## config.mk

```make
export PLATFORM = sky130hd
export DESIGN_NAME = countdown_state_ctrl
export DESIGN_NICKNAME = d
export VERILOG_FILES = /design/src/rtl/countdown_state_ctrl.sv
export SDC_FILE = /design/constraint.sdc
export NUM_CORES = 1
export LEC_CHECK = 0
export ABC_AREA = 1
export CORE_MARGIN = 4
export CORE_UTILIZATION = 60
export CTS_BUF_LIST = sky130_fd_sc_hd__clkbuf_4 sky130_fd_sc_hd__clkbuf_8
export DETAILED_ROUTE_END_ITERATION = 16
export PLACE_DENSITY = 0.83
export SYNTH_ARGS = -nofsm -noshare
export SYNTH_HDL_FRONTEND = slang
export SYNTH_SLANG_ARGS = --single-unit
```

## constraint.sdc

```tcl
create_clock -name clk -period 2.1 [get_ports clk]
set_clock_uncertainty 0.05 [all_clocks]
set_input_delay 0.315 -clock clk [delete_from_list [all_inputs] [get_ports clk]]
set_output_delay 0.315 -clock clk [all_outputs]
set_load 0.01 [all_outputs]
```

## src/rtl/countdown_state_ctrl.sv

```systemverilog
// countdown_state_ctrl
//   Sequencer for the VGA countdown display: MM:SS BCD countdown, 3-bit state
//   code and a free-running blink square wave. All outputs are registered.
//
//   Ports
//     clk, reset                   clock, synchronous active-high reset
//     arm, start, stop, clear      single-cycle button pulses
//     preset_d0..preset_d3         BCD preset MM:SS (latched and clamped on arm)
//     actualState                  000 INICIAL, 001 ESTABLE, 010 CONTANDO,
//                                  011 DETENIDO, 101 FINAL
//     dig0..dig3                   BCD count, shown as dig0 dig1 : dig2 dig3
//     finish                       high while in FINAL
//     clk1Hz                       square wave, period TICK_DIV, 50% duty
//     tick_1s                      one-cycle pulse on each decrement
module countdown_state_ctrl #(
  parameter int TICK_DIV = 50_000_000
) (
  input  logic       clk,
  input  logic       reset,
  input  logic       arm,
  input  logic       start,
  input  logic       stop,
  input  logic       clear,
  input  logic [3:0] preset_d0,
  input  logic [3:0] preset_d1,
  input  logic [3:0] preset_d2,
  input  logic [3:0] preset_d3,
  output logic [2:0] actualState,
  output logic [3:0] dig0,
  output logic [3:0] dig1,
  output logic [3:0] dig2,
  output logic [3:0] dig3,
  output logic       finish,
  output logic       clk1Hz,
  output logic       tick_1s
);

  localparam int          CW   = $clog2(TICK_DIV);
  localparam logic [CW-1:0] LAST = CW'(TICK_DIV - 1);
  localparam logic [CW-1:0] HALF = CW'(TICK_DIV / 2);

  typedef enum logic [2:0] {
    ST_INICIAL  = 3'b000,
    ST_ESTABLE  = 3'b001,
    ST_CONTANDO = 3'b010,
    ST_DETENIDO = 3'b011,
    ST_FINAL    = 3'b101
  } state_e;

  state_e        state_q, state_d;
  logic [CW-1:0] presc_q, presc_d;
  logic [CW-1:0] sec_q, sec_d;
  logic [3:0]    d0_q, d1_q, d2_q, d3_q;
  logic [3:0]    d0_d, d1_d, d2_d, d3_d;
  logic          clk1hz_q, clk1hz_d;
  logic          tick_q, tick_d;
  logic          finish_q, finish_d;

  // BCD decrement of the current count, borrowing seconds units -> seconds
  // tens (base 6) -> minutes units -> minutes tens.
  logic [3:0] dec0, dec1, dec2, dec3;
  logic       cnt_zero, cnt_one;

  always_comb begin
    dec0 = d0_q;
    dec1 = d1_q;
    dec2 = d2_q;
    dec3 = d3_q;
    if (d3_q != 4'd0) begin
      dec3 = d3_q - 4'd1;
    end else begin
      dec3 = 4'd9;
      if (d2_q != 4'd0) begin
        dec2 = d2_q - 4'd1;
      end else begin
        dec2 = 4'd5;
        if (d1_q != 4'd0) begin
          dec1 = d1_q - 4'd1;
        end else begin
          dec1 = 4'd9;
          dec0 = d0_q - 4'd1;
        end
      end
    end
  end

  assign cnt_zero = (d0_q == 4'd0) && (d1_q == 4'd0) && (d2_q == 4'd0) && (d3_q == 4'd0);
  assign cnt_one  = (d0_q == 4'd0) && (d1_q == 4'd0) && (d2_q == 4'd0) && (d3_q == 4'd1);

  always_comb begin
    // Blink prescaler runs regardless of state; clk1Hz follows the next value
    // so it is aligned with the registered prescaler.
    presc_d  = (presc_q == LAST) ? '0 : presc_q + CW'(1);
    clk1hz_d = (presc_d < HALF);

    state_d = state_q;
    sec_d   = sec_q;
    d0_d    = d0_q;
    d1_d    = d1_q;
    d2_d    = d2_q;
    d3_d    = d3_q;
    tick_d  = 1'b0;

    if (clear) begin
      state_d = ST_INICIAL;
      {d0_d, d1_d, d2_d, d3_d} = '0;
    end else begin
      unique case (state_q)
        ST_INICIAL: begin
          if (arm) begin
            state_d = ST_ESTABLE;
            d0_d = (preset_d0 > 4'd9) ? 4'd9 : preset_d0;
            d1_d = (preset_d1 > 4'd9) ? 4'd9 : preset_d1;
            d2_d = (preset_d2 > 4'd5) ? 4'd5 : preset_d2;
            d3_d = (preset_d3 > 4'd9) ? 4'd9 : preset_d3;
          end
        end
        ST_ESTABLE: begin
          if (start) begin
            sec_d   = '0;
            state_d = cnt_zero ? ST_FINAL : ST_CONTANDO;
          end
        end
        ST_CONTANDO: begin
          // stop wins over a tick due on the same edge
          if (stop) begin
            state_d = ST_DETENIDO;
          end else if (sec_q == LAST) begin
            sec_d = '0;
            if (!cnt_zero) begin
              tick_d = 1'b1;
              {d0_d, d1_d, d2_d, d3_d} = {dec0, dec1, dec2, dec3};
              if (cnt_one) state_d = ST_FINAL;
            end
          end else begin
            sec_d = sec_q + CW'(1);
          end
        end
        ST_DETENIDO: begin
          if (start) begin
            sec_d   = '0;
            state_d = ST_CONTANDO;
          end
        end
        ST_FINAL: begin
        end
        default: begin
          // unused encodings recover to idle
          state_d = ST_INICIAL;
          {d0_d, d1_d, d2_d, d3_d} = '0;
        end
      endcase
    end

    finish_d = (state_d == ST_FINAL);
  end

  always_ff @(posedge clk) begin
    if (reset) begin
      state_q  <= ST_INICIAL;
      presc_q  <= '0;
      sec_q    <= '0;
      d0_q     <= '0;
      d1_q     <= '0;
      d2_q     <= '0;
      d3_q     <= '0;
      clk1hz_q <= 1'b0;
      tick_q   <= 1'b0;
      finish_q <= 1'b0;
    end else begin
      state_q  <= state_d;
      presc_q  <= presc_d;
      sec_q    <= sec_d;
      d0_q     <= d0_d;
      d1_q     <= d1_d;
      d2_q     <= d2_d;
      d3_q     <= d3_d;
      clk1hz_q <= clk1hz_d;
      tick_q   <= tick_d;
      finish_q <= finish_d;
    end
  end

  assign actualState = state_q;
  assign dig0        = d0_q;
  assign dig1        = d1_q;
  assign dig2        = d2_q;
  assign dig3        = d3_q;
  assign finish      = finish_q;
  assign clk1Hz      = clk1hz_q;
  assign tick_1s     = tick_q;

endmodule

```

==> flow_metrics.tcl, run 1 <==
set metrics [dict create \
    yosys_warnings 0 \
    globalRouteMet1Util 0.3691 \
    synthDistinctLibCells 47 \
    totalWireLength_um 13720 \
    maxSlewHeadroom 0.7325 \
    initial_core_utilization 0.6176 \
    min-delay-path-class "flop to flop" \
    finalNonFillerCells 964 \
    crit_path_end_kind "flop" \
    synth_seq_area_share 0.3088 \
    number_of_antenna_diodes 0 \
    ys_async_sr_fraction 0 \
    netlist_instances 786 \
    dr_total_vias 5410 \
    report.final.hold_viol_count 0 \
    worst_setup_hold_path_clk_slew_ns 0.09 \
    antenna_left 0 \
    max_cap_violation_count 0 \
    mappedNetlistNets 817 \
    dpl.cell_count 942 \
    num-nets-final 888 \
    die_w_um 97.42 \
    synth_top_cell_by_area "sky130_fd_sc_hd__dfxtp_1" \
    timing.setup.critical_path_class "flop to flop" \
    chipHeight_um 97.42 \
    syn_area_um2 4797 \
    initial_antenna_violation_count 0 \
    globalRouteMet3Util 0.05671 \
    synth.top_cells.by_count "sky130_fd_sc_hd__nand2_1, sky130_fd_sc_hd__nor2_1, sky130_fd_sc_hd__inv_1, sky130_fd_sc_hd__dfxtp_1, sky130_fd_sc_hd__nand3_1" \
    clock_tree.root_cell "sky130_fd_sc_hd__clkbuf_8" \
    grt_pass1_wl_um 22220 \
    critical_path_fanouts_max 3 \
    syn-mean-instance-area_um2 6.103 \
    worst-slew-pin-transition_ns 0.4008 \
    ys_seq_elements 74 \
    synthTopCellsByArea "sky130_fd_sc_hd__dfxtp_1, sky130_fd_sc_hd__nand2_1, sky130_fd_sc_hd__nor2_1" \
    via_per_inst 5.612 \
    status "finished, final reports clean" \
    total_routing_usage_reported_by_global_routing 0.2789 \
    grt_use_met2 0.4523 \
    firstDrtPassIters 5 \
    h-tree-depth 3 \
    cts_buffers 9 \
    power.leakage_nw 2.320 \
    pin_count_of_the_biggest_net_entering_global_routing 25 \
    ys_dominant_reg_cell "sky130_fd_sc_hd__dfxtp_1" \
    cp_data_arrival_time_ns 2.23 \
    die_area_um2 9490 \
    io-pin-count 44 \
    tcrit_tclk_final 0.9668 \
    cts.sink_count 74 \
    gp_routability_congestion 0.9989 \
    worst_ep_required_time_ns 2.30 \
    cts_buffer_depth 2 \
    period_minus_slack_ns 2.030 \
    detailedPlacementHpwl_um 10410 \
    n_fill_cell 608 \
    critical_path.startpoint_type "flop" \
    fmaxAchievable_ghz 0.4925 \
    worstSkewPairLatency_ns 0.36 \
    drt-initial-drc-count 522 \
    final_core_utilization 0.7606 \
    finalSetupViolations 0 \
    synth_edf_count 0 \
    ir_drop_mv 0.3572 \
    placeableCoreArea_um2 7767 \
    placementRows 32 \
    final_max_slew_violation_count 0 \
    port-buffer-count 43 \
    globalRoute.totalOverflow 0 \
    drive_gt1_frac 0.1392 \
    totalPowerFinal_mw 3.145 \
    first_global_vias 5032 \
    power_per_cell_area_nw_per_um2 532.3 \
    syn2layout_area_growth_pct 23.16 \
    drt_drc_violations_left 0 \
    post_drt_wl_per_cell_um 14.23 \
    grt.busiest_layer "met2" \
    cts_tree "done" \
    synth_most_common_cell "sky130_fd_sc_hd__nand2_1" \
    synthDominantCellAreaShare 0.3088 \
]
flip-flops by register name, summed over array words and instances, names as in the netlist, 3 cells and up:
name and count:
presc_q 26, sec_q 26, dig0 4, dig1 4, dig2 4, dig3 4
actualState 3
per-layer routing:
metal	vias up	share of wire
met5	-	0
met4	0	0.017
met3	34	0.087
met2	270	0.47
met1	2452	0.43
li1	2654	-
path summary, 6_finish.rpt:
path	cells after the start	slack, ns	endpoint	start
max	11	0.07	sec_q[20]	sec_q[0]
min	1	0.39	presc_q[0]	presc_q[0]
max reg2reg	11	0.07	sec_q[20]	sec_q[0]
min reg2reg	1	0.39	presc_q[0]	presc_q[0]
power by group:
part / leakage (nW) / internal, mW / switching, mW
registers: 0.603 / 1.43 / 0.0251
logic: 1.61 / 0.183 / 0.228
clock network: 0.111 / 0.680 / 0.600
kinds of logic (layout without fill, tap and decap cells):
group / after synthesis / in the layout / share of synthesized area
simple gates: 468 / 468 / 0.4314
buf+inv: 130 / 206 / 0.1062
compound gates: 96 / 96 / 0.1137
flops: 74 / 74 / 0.3088
fa+ha+maj: 9 / 9 / 0.02347
xor+xnor: 9 / 9 / 0.01643
area by class of cell:
type                    count  area [µm²]  area share
multi-input cells         582        2955      0.5002
clock buffers               9       123.9     0.02097
well taps                 102       127.6     0.02160
repair buffers             71       653.1      0.1105
clock inverters             7       98.84     0.01673
flip-flops and latches     74        1494      0.2529
inverters                 119       455.4     0.07709
through the flow:
stage                     cell area (µm²)  hold WS, ns  setup TNS [ns]  setup slack, ns
final                                5908       0.3923               0          0.06969
after global routing                 5908       0.4088        -0.08253         -0.06103
after CTS                            5705       0.4157               0         0.006875
after detailed placement             5477       0.4030         -0.1377         -0.08249
after global placement               5477       0.3937        -0.03385         -0.02385
after floorplan                      4797       0.3797               0           0.2310
what timing repair did:
action	in CTS	in global routing
hold buffers	0	0
endpoints found under the hold margin	0	0
resized for setup	2	55
endpoints found under the setup margin	3	31
pin swaps	0	10
setup buffers	0	6
placed cells by master, fill, tap and decap left out, types with 6 or more instances in the layout:
cell                              netlist  final
sky130_fd_sc_hd__nand4_1               15     15
sky130_fd_sc_hd__dfxtp_2                0     10
sky130_fd_sc_hd__dfxtp_1               74     64
sky130_fd_sc_hd__clkbuf_8               0      9
sky130_fd_sc_hd__ha_1                   9      7
sky130_fd_sc_hd__buf_4                  1     27
sky130_fd_sc_hd__nand2_2                3     11
sky130_fd_sc_hd__nor3_1                20     19
sky130_fd_sc_hd__nor2_4                 3      9
sky130_fd_sc_hd__clkdlybuf4s50_1        0     43
sky130_fd_sc_hd__nor2_2                 6     15
sky130_fd_sc_hd__a21oi_1               34     34
sky130_fd_sc_hd__nor2_1               149    134
sky130_fd_sc_hd__o21ai_0               32     30
sky130_fd_sc_hd__nand3_1               57     55
sky130_fd_sc_hd__a31oi_1                6      6
sky130_fd_sc_hd__inv_1                114    112
sky130_fd_sc_hd__nand2_1              191    182
critical path, stage by stage, from the launching register on:
cell and delay, ns:
sky130_fd_sc_hd__dfxtp_2 0.34, sky130_fd_sc_hd__ha_2 0.19, sky130_fd_sc_hd__nand2_2 0.08, sky130_fd_sc_hd__nor2_4 0.13, sky130_fd_sc_hd__nand2_1 0.09, sky130_fd_sc_hd__nor2_2 0.19
sky130_fd_sc_hd__nand2_2 0.13, sky130_fd_sc_hd__nor4_2 0.23, sky130_fd_sc_hd__buf_4 0.17, sky130_fd_sc_hd__nand3_1 0.08, sky130_fd_sc_hd__o21ai_0 0.17, sky130_fd_sc_hd__a21oi_1 0.08
Note: power is estimated with default switching activity, not from simulation.
==> inputs of run 2 (changes only) <==
--- a/config.mk
+++ b/config.mk
@@ -7,10 +7,10 @@
 export LEC_CHECK = 0
 export ABC_AREA = 1
 export CORE_MARGIN = 4
-export CORE_UTILIZATION = 60
+export CORE_UTILIZATION = 40
 export CTS_BUF_LIST = sky130_fd_sc_hd__clkbuf_4 sky130_fd_sc_hd__clkbuf_8
 export DETAILED_ROUTE_END_ITERATION = 16
-export PLACE_DENSITY = 0.83
+export PLACE_DENSITY = 0.57
 export SYNTH_ARGS = -nofsm -noshare
 export SYNTH_HDL_FRONTEND = slang
 export SYNTH_SLANG_ARGS = --single-unit
==> run 2 against run 1 <==
  * Largest cell class unchanged
  * Non-clock buffer count unchanged
  * Maximum frequency up 1.8%
  * Die area up 46%
  * Via count down 4.6%
  * Largest power group unchanged
  * Utilization down 26 points
  * Final cell count up 3.9%
  * Highest routed layer unchanged
==> flow_metrics.tcl, run 2 (synthesized netlist as in run 1, its figures left out) <==
set metrics [dict create \
    timing.hold.worst_path_depth 2 \
    drive_gt1_frac 0.1187 \
    totalWireLength_um 13580 \
    syn2layout_area_growth_pct 21.88 \
    timing.setup.critical_path_class "flop to flop" \
    final_max_slew_violation_count 0 \
    number_of_antenna_diodes 0 \
    grt_use_met2 0.3002 \
    post_drt_wl_per_cell_um 13.55 \
    p_seq_frac 0.509 \
    intPower_mw 2.104 \
    critical_path_fanouts_max 8 \
    placeableCoreArea_um2 11560 \
    initial_antenna_violation_count 0 \
    rr_worst_depth 13 \
    cp_data_arrival_time_ns 2.20 \
    firstDrtPassIters 5 \
    worst_hold_slack_ns 0.4110 \
    p_switching_mw 0.7549 \
    launching_element_of_the_worst_setup_path "sec_q[0]" \
    chipHeight_um 117.5 \
    grt_setup_unrepaired "true" \
    worstReg2RegStart "sec_q[0]" \
    antenna_left 0 \
    worstSkewPairLatency_ns 0.36 \
    first_global_vias 4805 \
    final_cell_mix "sky130_fd_sc_hd__nand2_1, sky130_fd_sc_hd__nor2_1, sky130_fd_sc_hd__inv_1" \
    drt-initial-drc-count 302 \
    power.leakage_nw 2.286 \
    switching_part_of_the_total 0.2641 \
    path_cells "ha_1 > nand2_2 > nor2_4 > buf_4 > nand2_1 > nor3_2 > nand2_1 > nand2_4 > nand3_4 > inv_4 > nand2_4 > o21bai_1 > nor2_1" \
    power_per_cell_area_nw_per_um2 488.9 \
    clock_tree.root_cell "sky130_fd_sc_hd__clkbuf_8" \
    rrSetupSlack_ns 0.11 \
    pwr-share-comb 0.139 \
    report.final.hold_viol_count 0 \
    post-place-ws_ns -0.04112 \
    worstHoldStart "sec_q[24]" \
    setup_slack_ns 0.1063 \
    die_w_um 117.5 \
    worst_ep_required_time_ns 2.30 \
    crit_slowest_cell "sky130_fd_sc_hd__dfxtp_1" \
    min-delay-path-class "flop to flop" \
    worst_setup_hold_path_clk_slew_ns 0.07 \
    cts_buffer_depth 2 \
    n_fill_cell 1193 \
    drt_drc_violations_left 0 \
    placementRows 39 \
    worst-slew-pin-transition_ns 0.4268 \
    cts.sink_count 74 \
    via_per_inst 5.150 \
    slowest_delay_ns 0.34 \
    h-tree-depth 3 \
    globalRouteMet1Util 0.2778 \
    max_cap_violation_count 0 \
    critical_path.startpoint_type "flop" \
    io-pin-count 44 \
    globalRoute.totalOverflow 0 \
    cts_buffers 9 \
    maxSlewHeadroom 0.7129 \
    grt.busiest_layer "met2" \
    gp_routability_congestion 0.9753 \
    power.clock.fraction 0.352 \
    tcrit_tclk_final 0.9494 \
    pin_count_of_the_biggest_net_entering_global_routing 25 \
    detailedPlacementHpwl_um 10650 \
    grt_pass1_wl_um 22670 \
    globalRouteMet3Util 0.03652 \
    initial_core_utilization 0.4148 \
    cts_hold_buf 0 \
    dr_total_vias 5160 \
    crit_path_end_kind "flop" \
    total_routing_usage_reported_by_global_routing 0.1967 \
    status "finished, final reports clean" \
    ir_drop_mv 0.2603 \
    fmaxAchievable_ghz 0.5016 \
    die_area_um2 13810 \
    finalSetupViolations 0 \
    biggestRegsByFlops "presc_q: 26 flops, sec_q: 26 flops" \
    period_minus_slack_ns 1.994 \
    layout_commonest_cell "sky130_fd_sc_hd__nand2_1" \
    cts_tree "done" \
    num-nets-final 888 \
    port-buffer-count 43 \
]
run 2: metal layers:
metal	vias to the layer above	share of wire
li1	2653	-
met1	2355	0.49
met2	135	0.44
met3	17	0.051
met4	0	0.018
met5	-	0
run 2: what timing repair did:
item,CTS,global route
setup endpoints to repair,1,30
gates resized for setup,3,36
pin swaps,0,5
setup buffers,0,3
hold endpoints to repair,0,0
run 2: path summary, 6_finish.rpt:
path,end
setup / recovery,dig0[1]
hold / removal,sec_q[24]
setup reg to reg,dig0[1]
hold reg to reg,sec_q[24]
run 2: area by class of cell:
type | count | area, µm² | area share
multi-input cells | 582 | 2915 | 0.4986
flip-flops and latches | 74 | 1490 | 0.2549
repair buffers | 71 | 640.6 | 0.1096
inverters | 119 | 455.4 | 0.07789
well taps | 143 | 178.9 | 0.03060
clock buffers | 13 | 166.4 | 0.02846
run 2: worst max-delay path, delay by kind of cell, from the launching register on:
family	cells	cell delay (ns)
AOI/OAI and AO/OA	1	0.14
adders and majority gates	1	0.19
buffers and inverters	2	0.24
and+or+nand+nor	9	0.91
DFF	1	0.34
run 2: per-stage QoR:
| step | instances | utilization | area (µm²) | power [mW] | TNS (ns) |
|---|---|---|---|---|---|
| after CTS | 999 | 0.4935 | 5707 | 2.893 | 0 |
| after detailed placement | 986 | 0.4788 | 5538 | 1.878 | -0.04112 |
| after global routing | 1002 | 0.5056 | 5847 | 3.013 | -0.01946 |
| after floorplan | 786 | - | 4797 | 1.710 | 0 |
| after global placement | 986 | 0.4788 | 5538 | 1.876 | 0 |
| final | 1002 | 0.5056 | 5847 | 2.859 | 0 |
run 2: power by group through the flow:
stage                     Combinational (mW)  Clock [mW]  Sequential [mW]
final                                  0.399        1.01             1.45
after global routing                   0.446        1.11             1.46
after CTS                              0.397        1.05             1.45
after detailed placement               0.395           0             1.48
after global placement                 0.393           0             1.48
after floorplan                        0.223           0             1.49
==> inputs of run 3 (changes only) <==
--- a/config.mk
+++ b/config.mk
@@ -6,7 +6,7 @@
 export NUM_CORES = 1
 export LEC_CHECK = 0
 export ABC_AREA = 1
-export CORE_MARGIN = 4
+export CORE_ASPECT_RATIO = 1.2
 export CORE_UTILIZATION = 40
 export CTS_BUF_LIST = sky130_fd_sc_hd__clkbuf_4 sky130_fd_sc_hd__clkbuf_8
 export DETAILED_ROUTE_END_ITERATION = 16
==> run 3 against run 2 <==
  * Non-clock buffer count increased by 3
  * Worst hold slack better by 0.0091 ns
  * Register-to-register slack better by 0.05 ns
  * Sequential power about the same
  * First-iteration DRC count fell by 23%
  * Setup slack improved by 0.046 ns
  * Count of clock-buffer cells in the layout down 2
  * Via count about the same
  * Cell area is 2.1% higher
  * Critical endpoint is now clk1Hz
==> flow_metrics.tcl, run 3 (synthesized netlist as in run 1, its figures left out) <==
set metrics [dict create \
    status "finished, final reports clean" \
    pin_count_of_the_biggest_net_entering_global_routing 20 \
    placementRows 43 \
    report.final.hold_viol_count 0 \
    max_cap_violation_count 0 \
    power_per_cell_area_nw_per_um2 546.1 \
    placeableCoreArea_um2 11620 \
    clock_tree.root_cell "sky130_fd_sc_hd__clkbuf_8" \
    min-delay-path-class "flop to flop" \
    final_cell_mix "sky130_fd_sc_hd__nand2_1, sky130_fd_sc_hd__nor2_1, sky130_fd_sc_hd__inv_1" \
    initial_core_utilization 0.4128 \
    cp_data_arrival_time_ns 2.15 \
    globalRoute.totalOverflow 0 \
    firstDrtPassIters 5 \
    worst_hold_slack_ns 0.4200 \
    switching_part_of_the_total 0.2476 \
    p_switching_mw 0.8071 \
    h-tree-depth 3 \
    crit_path_end_kind "flop" \
    intPower_mw 2.452 \
    cts.sink_count 74 \
    port-buffer-count 43 \
    power.clock.fraction 0.431 \
    n_fill_cell 1258 \
    tcrit_tclk_final 0.9276 \
    grt_pass1_wl_um 22410 \
    p_seq_frac 0.446 \
    fmaxAchievable_ghz 0.5134 \
    number_of_antenna_diodes 0 \
    final_cell_area_um2 5968 \
    die_area_um2 12440 \
    die_w_um 102.0 \
    power.leakage_nw 2.343 \
    timing.setup.critical_path_class "flop to flop" \
    drive_gt1_frac 0.1225 \
    biggestRegsByFlops "presc_q: 26 flops, sec_q: 26 flops" \
    antenna_left 0 \
    num-nets-final 891 \
    worst_setup_hold_path_clk_slew_ns 0.08 \
    finalSetupTns_ns 0 \
    finalSetupViolations 0 \
    cts_buffers 9 \
    drt_drc_violations_left 0 \
    detailedPlacementHpwl_um 10980 \
    final_max_slew_violation_count 0 \
    maxSlewHeadroom 0.6943 \
    critical_path.startpoint_type "flop" \
    via_per_inst 5.051 \
    cts_hold_buf 0 \
    cts_tree "done" \
    syn2layout_area_growth_pct 24.41 \
    period_minus_slack_ns 1.948 \
    worst-slew-pin-transition_ns 0.4544 \
    dpl_cell_area_um2 5600 \
    ff_latch_area_um2 1488 \
    chipHeight_um 122.0 \
    dr_total_vias 5162 \
    gp_routability_congestion 0.9359 \
    total_routing_usage_reported_by_global_routing 0.2318 \
    ir_drop_mv 0.2648 \
    initial_antenna_violation_count 0 \
    worst_ep_required_time_ns 2.30 \
    first_global_vias 4913 \
    critical_path_fanouts_max 5 \
    multi_input_comb_area_um2 2917 \
    worstSkewPairLatency_ns 0.36 \
    final_core_utilization 0.5136 \
    cts_buffer_depth 2 \
    post_drt_wl_per_cell_um 13.51 \
    drt-initial-drc-count 233 \
    layout_commonest_cell "sky130_fd_sc_hd__nand2_1" \
    io-pin-count 44 \
    pwr-share-comb 0.123 \
    totalWireLength_um 13800 \
]
[run 3: cell count changes in the layout (fill, tap and decap cells not counted), sizes merged]
cell | previous run | this run
buf | 28 | 31
bufinv | 0 | 3
clkbuf | 13 | 11
clkinv | 1 | 3
[run 3: what timing repair did]
| action | CTS | global route |
|---|---|---|
| buffers inserted | 0 | 0 |
| setup endpoints to repair | 1 | 38 |
| gates resized for setup | 2 | 34 |
| pin swaps | 0 | 4 |
[run 3: area by class of cell]
type | instances | area share
inverter | 119 | 0.07589
multi-input combinational | 582 | 0.4887
clock inverter | 5 | 0.01677
clock buffer | 11 | 0.02537
tap | 157 | 0.03291
sequential | 74 | 0.2493
timing repair buffer | 74 | 0.1111
[run 3: per-layer routing]
metal / vias to the layer above / track usage / share of wire
met5: - / 0 / 0
li1: 2653 / - / -
met4: 0 / 0.1214 / 0.033
met2: 128 / 0.3943 / 0.49
met1: 2353 / 0.2757 / 0.43
met3: 28 / 0.04016 / 0.040
[run 3: power by group through the flow]
stage	clock network, mW	logic (mW)	registers (mW)
finish	1.40	0.402	1.45
global route	1.51	0.442	1.46
CTS	1.45	0.396	1.45
detailed placement	0	0.394	1.48
global placement	0	0.390	1.48
floorplan	0	0.223	1.49
[run 3: path summary, 6_finish.rpt]
check,startpoint,endpoint,slack (ns),cells past startpoint
min reg2reg,sec_q[16],sec_q[16],0.42,2
min,sec_q[16],sec_q[16],0.42,2
max reg2reg,presc_q[10],clk1Hz,0.15,11
max,presc_q[10],clk1Hz,0.15,11
[run 3: stage by stage]
step | power, mW | setup WS, ns | std cells
CTS | 3.295 | 0.01630 | 1022
floorplan | 1.710 | 0.2310 | 786
finish | 3.259 | 0.1521 | 1022
global route | 3.411 | -0.001754 | 1022
global placement | 1.873 | 0.02886 | 1006
detailed placement | 1.878 | -0.01756 | 1006
[run 3: critical path, cell delays in order, from the launching register on]
cell and delay, ns:
sky130_fd_sc_hd__dfxtp_1 0.41, sky130_fd_sc_hd__nand2_1 0.14, sky130_fd_sc_hd__nor2_2 0.23, sky130_fd_sc_hd__nand2_1 0.13, sky130_fd_sc_hd__nor2_1 0.23, sky130_fd_sc_hd__nand3_1 0.12, sky130_fd_sc_hd__nand3_2 0.11, sky130_fd_sc_hd__nand2_1 0.07
sky130_fd_sc_hd__nor2_1 0.14, sky130_fd_sc_hd__nand3_1 0.08, sky130_fd_sc_hd__nor2_1 0.10, sky130_fd_sc_hd__nor2_1 0.05
